--- src/rtl/sap_ctrl_pkg.sv ---
// Shared constants for the SAP control sequencer: opcodes, control-word bit
// positions, the per-T-state control words and the one-hot ring encoding.
package sap_ctrl_pkg;

    localparam logic [3:0] OP_LDA = 4'h0;
    localparam logic [3:0] OP_ADD = 4'h1;
    localparam logic [3:0] OP_SUB = 4'h2;
    localparam logic [3:0] OP_OUT = 4'hE;
    localparam logic [3:0] OP_HLT = 4'hF;

    localparam int CW_CP  = 11;
    localparam int CW_EP  = 10;
    localparam int CW_NLM = 9;
    localparam int CW_NCE = 8;
    localparam int CW_NLI = 7;
    localparam int CW_NEI = 6;
    localparam int CW_NLA = 5;
    localparam int CW_EA  = 4;
    localparam int CW_SU  = 3;
    localparam int CW_EU  = 2;
    localparam int CW_NLB = 1;
    localparam int CW_NLO = 0;

    localparam logic [11:0] CW_IDLE    = 12'h3E3;
    localparam logic [11:0] CW_FETCH_1 = 12'h5E3;
    localparam logic [11:0] CW_FETCH_2 = 12'hBE3;
    localparam logic [11:0] CW_FETCH_3 = 12'h263;
    // T4 for LDA/ADD/SUB: IR operand field drives the bus into the MAR.
    localparam logic [11:0] CW_ADDR_T4 = 12'h1A3;
    localparam logic [11:0] CW_LDA_T5  = 12'h2C3;
    localparam logic [11:0] CW_ALU_T5  = 12'h2E1;
    localparam logic [11:0] CW_ADD_T6  = 12'h3C7;
    localparam logic [11:0] CW_SUB_T6  = 12'h3CF;
    localparam logic [11:0] CW_OUT_T4  = 12'h3F2;

    typedef enum logic [5:0] {
        ST_T1 = 6'b000001,
        ST_T2 = 6'b000010,
        ST_T3 = 6'b000100,
        ST_T4 = 6'b001000,
        ST_T5 = 6'b010000,
        ST_T6 = 6'b100000
    } t_state_e;

    function automatic logic is_one_hot6(input logic [5:0] v);
        return (v != 6'd0) && ((v & (v - 6'd1)) == 6'd0);
    endfunction

endpackage

--- src/rtl/sap_control_sequencer_t_ring_counter.sv ---
// Six-position one-hot T-state ring, stepped on the falling clock edge so the
// decoded control word is settled at the rising edge the datapath uses.
module t_ring_counter
    import sap_ctrl_pkg::*;
(
    input  logic       clk,
    input  logic       clear,
    input  logic       advance,
    output logic [5:0] ring
);

    logic [5:0] ring_r;
    logic [5:0] ring_next_s;

    // Next ring value: any non-one-hot value is forced back to T1.
    always_comb begin
        ring_next_s = ring_r;
        if (!is_one_hot6(ring_r)) begin
            ring_next_s = ST_T1;
        end else if (advance) begin
            ring_next_s = {ring_r[4:0], ring_r[5]};
        end else begin
            ring_next_s = ring_r;
        end
    end

    // Ring register with asynchronous clear.
    always_ff @(negedge clk or posedge clear) begin
        if (clear) begin
            ring_r <= ST_T1;
        end else begin
            ring_r <= ring_next_s;
        end
    end

    assign ring = ring_r;

endmodule

--- src/rtl/sap_control_sequencer.sv ---
// SAP control unit: T-state ring, sticky halt flag, and the Moore decode of
// ring position and opcode into the bus control word.
module sap_control_sequencer
    import sap_ctrl_pkg::*;
#(
    parameter int OPCODE_W = 4,
    parameter int CW_W     = 12
) (
    input  logic                clk,
    input  logic                clear,
    input  logic                run,
    input  logic [OPCODE_W-1:0] opcode,
    output logic [CW_W-1:0]     control_word,
    output logic [5:0]          t_state,
    output logic                halted
);

    logic [5:0]      ring_s;
    logic            halted_r;
    logic            halt_set_s;
    logic            advance_s;
    logic [CW_W-1:0] cw_s;

    // HLT stops the ring at T4 on the edge that would otherwise leave it.
    assign halt_set_s = run & ~halted_r & (ring_s == ST_T4) & (opcode == OP_HLT);
    assign advance_s  = run & ~halted_r & ~halt_set_s;

    t_ring_counter u_ring (
        .clk     (clk),
        .clear   (clear),
        .advance (advance_s),
        .ring    (ring_s)
    );

    // Sticky halt flag, cleared only by clear.
    always_ff @(negedge clk or posedge clear) begin
        if (clear) begin
            halted_r <= 1'b0;
        end else if (halt_set_s) begin
            halted_r <= 1'b1;
        end else begin
            halted_r <= halted_r;
        end
    end

    // Control-word decode; idle whenever the sequencer is not actively stepping.
    always_comb begin
        cw_s = CW_IDLE;
        if (clear || !run || halted_r) begin
            cw_s = CW_IDLE;
        end else begin
            case (ring_s)
                ST_T1:   cw_s = CW_FETCH_1;
                ST_T2:   cw_s = CW_FETCH_2;
                ST_T3:   cw_s = CW_FETCH_3;
                ST_T4: begin
                    case (opcode)
                        OP_LDA, OP_ADD, OP_SUB: cw_s = CW_ADDR_T4;
                        OP_OUT:                 cw_s = CW_OUT_T4;
                        default:                cw_s = CW_IDLE;
                    endcase
                end
                ST_T5: begin
                    case (opcode)
                        OP_LDA:         cw_s = CW_LDA_T5;
                        OP_ADD, OP_SUB: cw_s = CW_ALU_T5;
                        default:        cw_s = CW_IDLE;
                    endcase
                end
                ST_T6: begin
                    case (opcode)
                        OP_ADD:  cw_s = CW_ADD_T6;
                        OP_SUB:  cw_s = CW_SUB_T6;
                        default: cw_s = CW_IDLE;
                    endcase
                end
                default: cw_s = CW_IDLE;
            endcase
        end
    end

    assign control_word = cw_s;
    assign t_state      = ring_s;
    assign halted       = halted_r;

endmodule

--- config.mk ---
export PLATFORM = sky130hd
export DESIGN_NAME = sap_control_sequencer
export DESIGN_NICKNAME = d
export VERILOG_FILES = /design/src/rtl/sap_ctrl_pkg.sv /design/src/rtl/sap_control_sequencer_t_ring_counter.sv /design/src/rtl/sap_control_sequencer.sv
export SDC_FILE = /design/constraint.sdc
export NUM_CORES = 1
export LEC_CHECK = 0
export CAP_MARGIN = 30
export CELL_PAD_IN_SITES_DETAIL_PLACEMENT = 1
export CELL_PAD_IN_SITES_GLOBAL_PLACEMENT = 1
export CORE_UTILIZATION = 29
export CTS_CLUSTER_SIZE = 30
export DETAILED_ROUTE_END_ITERATION = 8
export GPL_TIMING_DRIVEN = 1
export PLACE_DENSITY_LB_ADDON = 0.2
export SYNTH_ARGS = -nofsm -noshare
export SYNTH_HDL_FRONTEND = slang
export SYNTH_SLANG_ARGS = --single-unit
--- constraint.sdc ---
create_clock -name clk -period 1.64 [get_ports clk]
set_clock_uncertainty 0.05 [all_clocks]
set_input_delay 0.246 -clock clk [delete_from_list [all_inputs] [get_ports clk]]
set_output_delay 0.246 -clock clk [all_outputs]
set_load 0.1 [all_outputs]
==> results of run 1 <==
## cell families after synthesis
kind of cell,Yosys count,share of synthesized area
and+or+nand+nor,60,0.454
AOI/OAI and AO/OA,21,0.185
buffers and inverters,11,0.0918
DFF,7,0.223
xor gates and xnor gates,3,0.0332
muxes,1,0.0127
## stage by stage
step	std cells	hold WS, ps	setup TNS [ps]	worst slack, ps
after floorplan	103	693	-31580	-2520
after global placement	194	480	-20210	-1270
after CTS	205	509	-22830	-1590
after detailed placement	194	503	-21670	-1360
## repair_timing
item / CTS
pin swaps: 13
gates resized for setup: 52
buffers inserted: 8
endpoints found under the hold margin: 0
endpoints found under the setup margin: 26
==> results.md, run 1 <==
* Synthesized area at 791 µm²
* Antenna violations before repair at 0
* Chip Width at 54.2 µm
* Yosys cell types at 42
* Leading area contributor after synthesis: dfrtn_1
* Core Rows at 18
* Yosys reg bits at 7
* Num CTS Buffers at 3
* Worst EP Category: output port
* Yosys warning count at 0
* GPL Wtd Cong at 0.832
* Mean Syn Cell Area at 7.68 µm²
* Clk buf depth at 2
* Clock Sink Count at 7
* # IOs at 26
* Sequential area share after synthesis at 0.223
* Yosys top cell area share at 0.190
* Largest net degree at the start of global routing at 11
* Count leader, synth: nand2_1
* Top FF cell, synth: dfrtn_1
* Last stage: global routing
* Number of synthesized flops with an enable pin at 0
* Syn Inst Count at 103
* GRT worst endpoint: control_word[5]
* Run-stopping error: [ERROR DPL-0033] detailed placement checks failed during check placement.
* Clock root cell: clkbuf_4
* Post-synth ARST share at 1.00
* Port Buffers at 25
* Synth top area cells: dfrtn_1 (19%), nand2_1 (8.1%), buf_6 (4.3%)
* H-Tree Depth at 1
* Post-synth top cells: nand2_1 (17), nor2_1 (7), dfrtn_1 (6)
* Status: stopped before the end
* Effective utilization at floorplan at 0.313
* Post-Syn Nets at 110
* Hold buffers post-CTS at 0
* Placed Area at 1650 µm²
* Die height at 54.2 µm
* DP Wirelength at 2980 µm
==> run 2, diff against run 1 <==
Settings changed: CELL_PAD_IN_SITES_DETAIL_PLACEMENT 1 to default, CELL_PAD_IN_SITES_GLOBAL_PLACEMENT 1 to default, CORE_UTILIZATION 29 to 20, CTS_CLUSTER_SIZE 30 to default, PLACE_DENSITY_LB_ADDON 0.2 to 0.15.
Clock period 1.64 ns to 2.13 ns, I/O delays scaled along.
==> results.md, run 2 <==
* Status: finished, violations left
* Violated checks: negative setup slack
* Mean Syn Cell Area at 7.68 µm²
* Num CTS Buffers at 3
* Post-synth top cells: nand2_1 (17), nor2_1 (7), dfrtn_1 (6)
* GPL Wtd Cong at 0.896
* Clock Sink Count at 7
* Area delta synth->final at 141%
* GRT overflow at 0
* Avg WL per Cell at 13.7 µm
* Syn Inst Count at 103
* Crit path buffers/inverters at 1
* Top FF cell, synth: dfrtn_1
* Worst Setup SP: u_ring.ring[0]
* Placed insts at 212
* H-Tree Depth at 1
* Synth Area in Compound Gates at 0.185
* Yosys warning count at 0
* Vias in the first global route at 1091
* Via count at 1042
* GRT Resource Usage Total at 0.158
* Setup WS post-layout at -1340 ps
* PwrDens at 1180 nW/µm²
* Yosys reg bits at 7
* Critical path, cell by cell: or4b_4 > o311a_4 > nand3b_1 > buf_12
* Max_cap viols at 0
* Peak supply drop at 0.685 mV
* Combinational power share at 0.799
* Slowest Stage Delay on Critical Path at 510 ps
* Leading area contributor after synthesis: dfrtn_1
* Critical Path RT at 1760 ps
* Largest register FFs at 6
* Vias/cell at 4.65
* Number of synthesized flops with an enable pin at 0
* Port Buffers at 25
* Reg-to-reg startpoint: u_ring.ring[0]
* Effective utilization at floorplan at 0.213
* Worst path top cell family by delay: simple AND/OR/NAND/NOR gates
* Final WL at 3070 µm
* CP max FO at 8
* P_sw at 1160 µW
* Most common cell after layout, fill and taps aside: buf_4
* First-pass GRT wire length at 5110 µm
* Hold crit path type: register to register
* CP startpoint kind: register
* Antenna violations before repair at 0
* Final hold slack at 484 ps
* Nets at 184
* CORE AREA at 3720 µm²
* Worst R2R End: u_ring.ring[5]
* Worst EP arrival at 3100 ps
* Die height at 64.9 µm
* Largest net degree at the start of global routing at 9
* Post-Syn Nets at 110
* Leakage at 0.000804 µW
* Setup Viol. Count Final at 19
* Clock power share at 0.087
* # IOs at 26
* Antenna Cells at 0
* Sw Share at 0.518
* Flop2flop setup slack at 280 ps
* Synthesized area at 791 µm²
* Hold buffers post-CTS at 0
* P_int at 1080 µW
* Max Slew Vio Count at 0
* Iteration-0 DRC Markers at 43
* Worst Tran Pin Value at 358 ps
* Xor/xnor share of the synthesized area at 0.0332
* CTS tree: done
* RSZ-0062 raised after global routing: true
* Slowest cell on crit path: dfstp_4
* Worst Setup EP: control_word[9]
* Routed Antenna Nets at 0
* Post-synthesis mux area share at 0.0127
* Clock root cell: clkbuf_8
* WP depth at 4
* Critical path class: register to output pin
* Sequential share of power at 0.114
* Synth Area in Simple Gates at 0.454
* # DRC at 0
* Die area at 4210 µm²
* Yosys top cell area share at 0.190
* Clock Latency Late Sink at 290 ps
* R2R cell count at 5
* Clk buf depth at 2
* Yosys cell types at 42
* Share of layout cells above drive strength 1 at 0.619
* First-pass detailed-route iteration total at 4
* Largest family of logic cells by synthesized area: simple AND/OR/NAND/NOR gates
* Fin. Hold Viols at 0
* Most frequent cells in the layout: buf_4 (39), buf_12 (19), nand2_1 (14)
* Crit end category: output pin
* Synth top area cells: dfrtn_1 (19%), nand2_1 (8.1%), buf_6 (4.3%)
* Post-synth ARST share at 1.00
* Chip Width at 64.9 µm
* Finished Layout Cells at 224
* CTS clock-pin slew for the worst setup and hold paths at 30 ps
* Count leader, synth: nand2_1
* Adder-Cell Fraction of Synth Area at 0
* Core Rows at 22
* Max-slew headroom at 0.760
* Sequential area share after synthesis at 0.223
* DP Wirelength at 2320 µm
-- run 2: repair_timing --
item | 4_1_cts | 5_1_grt
gates resized for setup | 39 | 10
buffers inserted | 5 | 4
pin swaps | 10 | 4
setup endpoints to repair | 25 | 22
-- run 2: per-layer routing --
layer / track usage / wire (µm)
met5: 0 / 0
met4: 0.0833 / 72
met3: 0.0229 / 96
met2: 0.281 / 1570
met1: 0.181 / 1340
-- run 2: cell type report --
type	instances	area [µm²]
Fill cell	359	1810
Clock buffer	4	45.0
Tap cell	48	60.1
Inverter	2	7.51
Multi-Input combinational cell	85	747
Sequential cell	7	180
Clock inverter	1	3.75
Timing Repair Buffer	77	860
-- run 2: cells by family (layout without fill, tap and decap cells) --
logic type	count (synthesis)	after routing
multiplexers	1	1
flip-flops	7	7
XOR/XNOR	3	3
AND/OR/NAND/NOR	60	60
AO/OA/AOI/OAI	21	21
buffers and inverters	11	84
-- run 2: worst min-delay path: stages, from the launching register on --
cell	delay, ps
dfrtn_1	410
buf_6	120
a21o_2	80
-- run 2: how the worst min path moves through the flow --
stage / startpoint / to / cells past startpoint
detailed placement: halted / halted / 2
CTS: halted / halted / 2
finish: halted / halted / 2
floorplan: u_ring.ring[0] / u_ring.ring[0] / 3
global placement: halted / halted / 2
global route: halted / halted / 2
-- run 2: power groups by stage --
| stage | combinational [µW] | clock (µW) | sequential [µW] |
|---|---|---|---|
| floorplan | 787 | 5.84 | 437 |
| global placement | 1580 | 5.84 | 241 |
| detailed placement | 1580 | 5.84 | 243 |
| CTS | 1730 | 202 | 246 |
| global route | 1880 | 211 | 258 |
| finish | 1790 | 196 | 255 |
-- run 2: through the flow --
step	util	TNS, ps	setup WS, ps	area, µm²	power [µW]
3_5_place_dp	0.449	-16710	-1120	1670	1830
3_3_place_gp	0.449	-16280	-1120	1670	1830
5_1_grt	0.512	-19080	-1390	1900	2350
6_report	0.512	-17970	-1340	1900	2240
2_1_floorplan	-	-24950	-2350	922	1230
4_1_cts	0.494	-18160	-1340	1840	2170
(Power assumes the default switching activity.)
